`src/rtl/clkdiv_pkg.sv`:
```
// Shared types and constants for the multi-channel clock divider.
package clkdiv_pkg;

    typedef enum logic {
        IDLE,
        RUN
    } ch_state_e;

    typedef enum logic [1:0] {
        D_IDLE,
        D_BUSY,
        D_DONE
    } div_state_e;

    localparam int MIN_PERIOD = 2;

endpackage

```
`src/rtl/clkdiv_period_calc.sv`:
```
// Restoring radix-2 divider: quotient = dividend / divisor after W iterations.
// done is a one-cycle pulse; quotient holds its value until the next start.
module clkdiv_period_calc #(
    parameter int W = 8
) (
    input  logic         clk,
    input  logic         reset,
    input  logic         start,
    input  logic [W-1:0] dividend,
    input  logic [W-1:0] divisor,
    output logic         done,
    output logic [W-1:0] quotient
);

    localparam int STEP_W = $clog2(W + 1);

    logic [W-1:0]      rem;
    logic [W-1:0]      dsr;
    logic [STEP_W-1:0] steps;
    logic              running;
    logic [W:0]        rem_shift;
    logic [W:0]        rem_sub;

    // The dividend is shifted out of the quotient register as quotient bits enter.
    assign rem_shift = {rem, quotient[W-1]};
    assign rem_sub   = rem_shift - {1'b0, dsr};

    always_ff @(posedge clk) begin
        if (reset) begin
            rem      <= '0;
            dsr      <= '0;
            quotient <= '0;
            steps    <= '0;
            running  <= 1'b0;
            done     <= 1'b0;
        end else begin
            done <= 1'b0;
            if (start) begin
                rem      <= '0;
                dsr      <= divisor;
                quotient <= dividend;
                steps    <= STEP_W'(W);
                running  <= 1'b1;
            end else if (running) begin
                if (rem_shift >= {1'b0, dsr}) begin
                    rem      <= rem_sub[W-1:0];
                    quotient <= {quotient[W-2:0], 1'b1};
                end else begin
                    rem      <= rem_shift[W-1:0];
                    quotient <= {quotient[W-2:0], 1'b0};
                end
                steps <= steps - STEP_W'(1);
                if (steps == STEP_W'(1)) begin
                    running <= 1'b0;
                    done    <= 1'b1;
                end
            end
        end
    end

endmodule

```
`src/rtl/multi_clock_divider.sv`:
```
// NUM_CH square-wave generators whose periods (BASE_SPEED/speed) come from one shared divider.
// Define MULTI_CLOCK_DIVIDER_TICK_EN to add the per-channel rising-edge tick output.
module multi_clock_divider
    import clkdiv_pkg::*;
#(
    parameter int BASE_SPEED = 50_000_000,
    parameter int NUM_CH     = 4,
    parameter int SPEED_W    = 20,
    parameter int CNT_W      = $clog2(BASE_SPEED) + 1
) (
    input  logic                      clk,
    input  logic                      reset,
    input  logic [NUM_CH*SPEED_W-1:0] speed,
    input  logic [NUM_CH-1:0]         ch_en,
    output logic [NUM_CH-1:0]         out_clk,
`ifdef MULTI_CLOCK_DIVIDER_TICK_EN
    output logic [NUM_CH-1:0]         tick,
`endif
    output logic                      busy
);

    localparam int CH_W = (NUM_CH > 1) ? $clog2(NUM_CH) : 1;
    localparam logic [CNT_W-1:0] BASE_DIV = CNT_W'(BASE_SPEED);

    logic [SPEED_W-1:0] speed_ch [NUM_CH];
    logic [SPEED_W-1:0] req_q    [NUM_CH];
    logic [NUM_CH-1:0]  dirty;
    logic [NUM_CH-1:0]  dirty_eff;
    logic [NUM_CH-1:0]  dirty_n;
    logic [NUM_CH-1:0]  pend_wr;

    div_state_e         div_state;
    div_state_e         div_state_n;
    logic [CH_W-1:0]    last_ch;
    logic [CH_W-1:0]    cur_ch;
    logic [CH_W-1:0]    grant_ch;
    logic               grant_found;
    logic               issue;
    logic [SPEED_W-1:0] issue_speed;
    logic [CNT_W-1:0]   result;

    logic               calc_start;
    logic               calc_done;
    logic [CNT_W-1:0]   calc_q;

    always_comb begin
        for (int i = 0; i < NUM_CH; i++) begin
            speed_ch[i]  = speed[i*SPEED_W +: SPEED_W];
            dirty_eff[i] = dirty[i] | (speed_ch[i] != req_q[i]);
        end
    end

    // Round-robin: first dirty channel above the last served one, then wrap to the bottom.
    always_comb begin
        grant_found = 1'b0;
        grant_ch    = '0;
        for (int i = 0; i < NUM_CH; i++) begin
            if (!grant_found && dirty_eff[i] && (CH_W'(i) > last_ch)) begin
                grant_found = 1'b1;
                grant_ch    = CH_W'(i);
            end
        end
        for (int i = 0; i < NUM_CH; i++) begin
            if (!grant_found && dirty_eff[i] && (CH_W'(i) <= last_ch)) begin
                grant_found = 1'b1;
                grant_ch    = CH_W'(i);
            end
        end
    end

    // A new division may start in the cycle the previous result is being posted.
    assign issue       = grant_found && ((div_state == D_IDLE) || (div_state == D_DONE));
    assign issue_speed = speed_ch[grant_ch];
    assign calc_start  = issue && (issue_speed != '0);

    always_comb begin
        div_state_n = div_state;
        case (div_state)
            D_IDLE:  div_state_n = D_IDLE;
            D_BUSY:  if (calc_done) div_state_n = D_DONE;
            D_DONE:  div_state_n = D_IDLE;
            default: div_state_n = D_IDLE;
        endcase
        if (issue) begin
            div_state_n = (issue_speed == '0) ? D_DONE : D_BUSY;
        end
    end

    always_comb begin
        for (int i = 0; i < NUM_CH; i++) begin
            dirty_n[i] = dirty_eff[i] & ~(issue && (grant_ch == CH_W'(i)));
            pend_wr[i] = (div_state == D_DONE) && (cur_ch == CH_W'(i));
        end
    end

    always_ff @(posedge clk) begin
        if (reset) begin
            div_state <= D_IDLE;
            dirty     <= '1;
            last_ch   <= CH_W'(NUM_CH - 1);
            cur_ch    <= '0;
            result    <= '0;
            busy      <= 1'b0;
            for (int i = 0; i < NUM_CH; i++) begin
                req_q[i] <= '0;
            end
        end else begin
            div_state <= div_state_n;
            dirty     <= dirty_n;
            busy      <= (div_state_n != D_IDLE) || (dirty_n != '0);
            if (issue) begin
                req_q[grant_ch] <= issue_speed;
                cur_ch          <= grant_ch;
                last_ch         <= grant_ch;
                if (issue_speed == '0) begin
                    result <= '0;
                end
            end
            if ((div_state == D_BUSY) && calc_done) begin
                result <= (calc_q < CNT_W'(MIN_PERIOD)) ? CNT_W'(MIN_PERIOD) : calc_q;
            end
        end
    end

    clkdiv_period_calc #(
        .W(CNT_W)
    ) u_period_calc (
        .clk      (clk),
        .reset    (reset),
        .start    (calc_start),
        .dividend (BASE_DIV),
        .divisor  (CNT_W'(issue_speed)),
        .done     (calc_done),
        .quotient (calc_q)
    );

    for (genvar g = 0; g < NUM_CH; g++) begin : g_ch
        ch_state_e        state;
        logic [CNT_W-1:0] period;
        logic [CNT_W-1:0] cnt;
        logic [CNT_W-1:0] pend_period;
        logic             pend_valid;
        logic             out_q;
        logic             eff_valid;
        logic [CNT_W-1:0] eff_period;
        logic [CNT_W-1:0] half;

        // A result posted this cycle counts as pending so it can load at a coincident wrap.
        assign eff_valid  = pend_valid | pend_wr[g];
        assign eff_period = pend_wr[g] ? result : pend_period;
        assign half       = period >> 1;
        assign out_clk[g] = out_q;

`ifdef MULTI_CLOCK_DIVIDER_TICK_EN
        logic tick_q;
        assign tick[g] = tick_q;
`endif

        always_ff @(posedge clk) begin
            if (reset) begin
                state       <= IDLE;
                period      <= '0;
                cnt         <= '0;
                pend_period <= '0;
                pend_valid  <= 1'b0;
                out_q       <= 1'b0;
`ifdef MULTI_CLOCK_DIVIDER_TICK_EN
                tick_q      <= 1'b0;
`endif
            end else begin
                if (pend_wr[g]) begin
                    pend_period <= result;
                    pend_valid  <= 1'b1;
                end
                case (state)
                    IDLE: begin
                        cnt   <= '0;
                        out_q <= 1'b0;
`ifdef MULTI_CLOCK_DIVIDER_TICK_EN
                        tick_q <= 1'b0;
`endif
                        if (ch_en[g]) begin
                            if (eff_valid) begin
                                period     <= eff_period;
                                pend_valid <= 1'b0;
                            end
                            if (eff_valid ? (eff_period != '0) : (period != '0)) begin
                                state <= RUN;
                            end
                        end
                    end
                    RUN: begin
                        if (!ch_en[g]) begin
                            state <= IDLE;
                            cnt   <= '0;
                            out_q <= 1'b0;
`ifdef MULTI_CLOCK_DIVIDER_TICK_EN
                            tick_q <= 1'b0;
`endif
                        end else begin
                            out_q <= (cnt >= half);
`ifdef MULTI_CLOCK_DIVIDER_TICK_EN
                            tick_q <= (cnt == half);
`endif
                            if (cnt == period - CNT_W'(1)) begin
                                cnt <= '0;
                                if (eff_valid) begin
                                    period     <= eff_period;
                                    pend_valid <= 1'b0;
                                    if (eff_period == '0) begin
                                        state <= IDLE;
                                    end
                                end
                            end else begin
                                cnt <= cnt + CNT_W'(1);
                            end
                        end
                    end
                    default: state <= IDLE;
                endcase
            end
        end
    end

endmodule

```
`config.mk`:
```
export PLATFORM = sky130hd
export DESIGN_NAME = multi_clock_divider
export DESIGN_NICKNAME = d
export VERILOG_FILES = /design/src/rtl/clkdiv_pkg.sv /design/src/rtl/clkdiv_period_calc.sv /design/src/rtl/multi_clock_divider.sv
export SDC_FILE = /design/constraint.sdc
export NUM_CORES = 1
export LEC_CHECK = 0
export ABC_AREA = 1
export CORE_MARGIN = 2
export CORE_UTILIZATION = 65
export CTS_BUF_LIST = sky130_fd_sc_hd__clkbuf_2
export DETAILED_ROUTE_END_ITERATION = 8
export PLACE_DENSITY_LB_ADDON = 0.25
export REMOVE_ABC_BUFFERS = 1
export SETUP_SLACK_MARGIN = 0.02
export SLEW_MARGIN = 0
export SYNTH_ARGS = -nofsm -noshare
export SYNTH_HDL_FRONTEND = slang
export SYNTH_SLANG_ARGS = --single-unit
```
`constraint.sdc`:
```
create_clock -name clk -period 4.34 [get_ports clk]
set_input_delay 0.434 -clock clk [delete_from_list [all_inputs] [get_ports clk]]
set_output_delay 0.434 -clock clk [all_outputs]
set_load 0.02 [all_outputs]
```
; Yosys cells after proc, flatten, opt, wreduce, memory -nomap -nowiden
; Memory sizes are Yosys's and may differ from the RTL's.
; Cells that the tools add are included.
[classes]
add_sub_neg = 10
magnitude_cmp = 15
n_eq_ne = 29
n_mux = 144
bitwise = 22
reduce_logical = 65
[op_table]
columns = cell, count
row1 = $mux 27, 33
row2 = $pmux 27 s2, 8
row3 = $reduce_bool 27->1, 8
row4 = $add 27x1->27 const B, 4
row5 = $eq 27x27->1, 4
row6 = $ge 27x26->1, 4
row7 = $logic_not 27->1, 4
row8 = $sub 27x1->27 const B, 4
row9 = $ne 20x20->1, 4
row10 = $mux 1, 72
row11 = $mux 20, 3
row12 = $mux 26, 2
row13 = $bmux 20 s2, 1
row14 = $ge 28x20->1, 1
row15 = $lt 27x2->1 const B, 1
row16 = $sub 27x20->27, 1
row17 = $logic_and 1x1->1, 26
row18 = $pmux 1 s2, 12
row19 = $mux 2, 11
row20 = $logic_not 20->1, 1
row21 = $reduce_bool 20->1, 1
row22 = $reduce_or 20->1, 1
row23 = $ne 2x2->1 const B, 8
row24 = $reduce_and 3->1, 4
row25 = other kinds (23), 67
[totals]
ff_bits = 455
mem_bits_rw = 80
in_bits = 86
out_inout_bits = 5
memories = 1
[memory_table]
columns = memory, words, word_bits, read_ports, rd_clocked_by_memory_dff, wr, line_no
row1 = req_q, 4, 20, 4, 0, 4, multi_clock_divider.sv:26  ; logic [SPEED_W-1:0] req_q [NUM_CH];

; Longest topological paths before layout
; An unclocked memory read counts as a cell.
[logic_depth]
word_depth = 42
mapped_depth = 27

; Modules after synthesis
; A second synthesis with hierarchy kept.
[unflattened]
cells_unflattened = 4782
hier_area_um2 = 33174.3
[by_module_without_submodules]
columns = module, instances, cells_each, area_each_um2
row1 = multi_clock_divider, 1, 3859, 27331.2
row2 = clkdiv_period_calc, 1, 923, 5843.1

; Worst setup path after synthesis
; Ideal clock, no wire load.
[synth_timing]
kind = input -> register
from = in speed[51]
to = mem req_q[2][0], enable pin
setup_ns = 0.425
arrival_time_ns = 3.247
required_ns = 3.915
setup_slack_ns = 0.669
cell_stages = 15
path_buffers = 1
cell_sequence = inv_1 nand2_1 o21ai_0 nor2_1 nand2_1 nor2_1 nand3_2 nand2_1 nand2_1 nor2_4 nand3_2 clkbuf_1 nand3_1 nand2_1 o21ai_0
[synth_lines]
columns = element, line_no
row1 = from (decl), multi_clock_divider.sv:13  ; input logic [NUM_CH*SPEED_W-1:0] speed,
row2 = to (decl), multi_clock_divider.sv:26

==> impl_metrics.env <==
export IMPL_status="finished clean"
export IMPL_layout_common_cells="nand2_1 (931), nor2_1 (601), inv_1 (554)"
export IMPL_comb_power_share_pct=17.1
export IMPL_hold_viol=0
export IMPL_syn_inst=4434
export IMPL_netSwitchingFraction_pct=31.7
export IMPL_met2_usage_pct=55.3
export IMPL_core_sq_um=47500
export IMPL_overflow=0
export IMPL_rsz0062_at_grt="false"
export IMPL_synthToLayoutAreaGrowth_pct=9.76
export IMPL_cp_end_kind="register"
export IMPL_relSlewSlack_pct=22.2
export IMPL_drive_gt1_share_pct=9.00
export IMPL_max_freq_ghz=0.241
export IMPL_critPathLaunchType="register"
export IMPL_stdcell_area_sq_um=34300
export IMPL_maxSlewViolCount=0
export IMPL_h_tree_depth=4
export IMPL_period_share_pct=95.5
export IMPL_place_ws_ns=0.142
export IMPL_first_iter_violations=2547
export IMPL_p_per_area_nw_per_um2=321
export IMPL_final_common_cell="nand2_1"
export IMPL_drt_pass1_iterations=5
export IMPL_seq_area_frac_synth_pct=36.9
export IMPL_peakVddDrop_mv=0.272
export IMPL_power_internal_mw=7.51
export IMPL_vias=29500
export IMPL_synth_edff_count=80
export IMPL_clk_latency_ns=1.37
export IMPL_met3_usage_pct=6.01
export IMPL_clkSinkCount=535
export IMPL_start_util_pct=65.6
export IMPL_io_buffer_count=90
export IMPL_fin_skew_ns=0.0940
export IMPL_grt_pass1_vias=27700
export IMPL_tightestPinTransition_ns=1.16
export IMPL_fin_tns_setup_ns=0
export IMPL_grt_usage_pct=32.8
export IMPL_fin_ws_ns=0.197
export IMPL_viasPerCell=5.56
export IMPL_cp_max_fo=19
export IMPL_cap_violations=0
export IMPL_nets=4806
export IMPL_synthFlopType="dfxtp_1"
export IMPL_use_met1_pct=41.0
export IMPL_cts_buffers=140
export IMPL_dieArea_sq_um=49800
export IMPL_synth_seq_cells=535
export IMPL_setup_viol=0
export IMPL_clkTransAtPathRegs_ns=0.10
export IMPL_dp_hpwl_microns=59700
export IMPL_sequentialPowerShare_pct=48.6
export IMPL_worstPathArrival_ns=5.40
export IMPL_post_route_min_period_ns=4.14
export IMPL_yosysWarnings=0
export IMPL_cts_tree="yes"
export IMPL_wl_per_cell_microns=15.5
export IMPL_cts_root_buf="clkbuf_2"
export IMPL_grt_first_pass_wirelength_microns=134000
export IMPL_leakagePower_nw=16.0
export IMPL_io_pins=91
export IMPL_cts_max_path_buffers=3
export IMPL_netlist_area_sq_um=31200
export IMPL_wl_microns=82200
export IMPL_hold_path_class="in -> reg"
export IMPL_grt_max_degree=114
export IMPL_rows=80
export IMPL_syn_avg_cell_area_sq_um=7.04
export IMPL_route_detailed_drc=0
export IMPL_nFillCells=4022
export IMPL_hold_ws_ns=0.101
export IMPL_pwr_share_clk_pct=34.3
export IMPL_netSwitchingPower_mw=3.48
export IMPL_placed_area_sq_um=32600
export IMPL_die_width_microns=223
export IMPL_die_h_microns=223
export IMPL_ys_types=60
export IMPL_gp_congestion=0.959
export IMPL_antenna_found_initial=3
export IMPL_async_flop_share_pct=0
export IMPL_ant_nets=0
export IMPL_worstSetupPathType="reg -> reg"
export IMPL_worstPathRequired_ns=5.59
export IMPL_gr_max_usage_layer="met2"
repair_timing:
item | in CTS | in global routing
setup buffers | 0 | 3
setup endpoints to repair | 0 | 110
hold buffers | 14 | 0
gates resized for setup | 0 | 17
endpoints found under the hold margin | 187 | 0
metal layers:
metal / wire, microns / vias up
met5: 0 / -
met4: 3110 / 0
met3: 5190 / 215
met2: 39000 / 1014
met1: 34900 / 13500
li1: - / 14800
final timing paths:
check / startpoint / end / slack [ns] / cells after the start
max reg2reg: req_q[0][10] / u_period_calc.steps[2] / 0.20 / 23
min reg2reg: result[0] / result[0] / 0.48 / 2
max: req_q[0][10] / u_period_calc.steps[2] / 0.20 / 23
min: speed[33] / u_period_calc.dsr[13] / 0.10 / 7
cell type report:
cell class                 instances  area [sq um]  area share [%]
multi-input combinational       3185         16900            49.4
sequential                       535         11500            33.6
inverter                         563          2120            6.18
timing repair buffer             156          1560            4.55
clock buffer                     197           986            2.88
tap                              615           769            2.25
clock inverter                    42           362            1.06
antenna                            6          15.0          0.0438
cells by family after synthesis:
kind of cell	count (synthesis)	share of synthesized area, %
buffers and inverters	715	9.15
multiplexers	35	1.12
AND/OR/NAND/NOR	2185	30.5
AO/OA/AOI/OAI	618	10.9
XOR/XNOR	207	5.81
adder cells (fa/ha/maj)	139	5.60
flip-flops	535	36.9
synthesized netlist by cell type, drive strengths merged, types with 45 or more instances:
cell type	number	area share, %
a21oi	298	5.2
nand4	95	1.9
nor3b	47	1.1
xor2	153	4.3
ha	138	5.5
dfxtp	455	29
nor4	45	0.90
nand3	260	4.2
nand2	942	11
nor3	83	1.3
edfxtp	80	7.7
xnor2	54	1.5
nor2	612	7.5
buf	51	1.2
clkbuf	101	1.2
o21ai	243	3.9
or2	72	1.4
inv	563	6.8
state kept, by name, indices dropped and copies added (netlist names):
register	cells
u_period_calc.dsr	20
u_period_calc.done	1
u_period_calc.running	1
u_period_calc.steps	5
last_ch	2
u_period_calc.quotient	27
result	27
g_ch.out_q	4
div_state	2
dirty	4
g_ch.pend_period	108
g_ch.period	108
g_ch.cnt	108
busy	1
g_ch.pend_valid	4
req_q	80
cur_ch	2
u_period_calc.rem	27
g_ch.state	4
worst max-delay path, stage by stage (launching register included):
cell and delay [ns]:
edfxtp_1 0.43, xnor2_2 0.20, nand2_1 0.06, dlygate4sd3_1 0.55
nor2_1 0.13, nand2_1 0.09, nor2_2 0.15, nand2_2 0.08
nor2_4 0.12, nand3_4 0.11, buf_4 0.23, nand3_1 0.11
nand2_1 0.05, dlygate4sd3_1 0.54, nand2_1 0.06, nand2_1 0.10
nor2_1 0.12, nand3_1 0.10, nor2_2 0.16, nand2_2 0.12
nand2_8 0.13, nand2_8 0.09, buf_8 0.18, a21oi_1 0.13
metrics by stage:
| step | instances | utilization [%] | power [mW] |
|---|---|---|---|
| 5_1_grt | 5299 | 72.1 | 11.6 |
| 2_1_floorplan | 4282 | - | 6.59 |
| 6_report | 5299 | 72.1 | 11.0 |
| 4_1_cts | 5285 | 71.6 | 11.0 |
| 3_3_place_gp | 5032 | 68.5 | 7.19 |
| 3_5_place_dp | 5032 | 68.5 | 7.22 |
power groups by stage:
stage	Combinational [mW]	Sequential (mW)	Clock, mW
global route	2.09	5.36	4.11
detailed placement	1.77	5.45	0
floorplan	1.17	5.41	0
global placement	1.75	5.44	0
CTS	1.80	5.33	3.84
finish	1.88	5.34	3.77
Note: power is estimated with default switching activity, not from simulation.
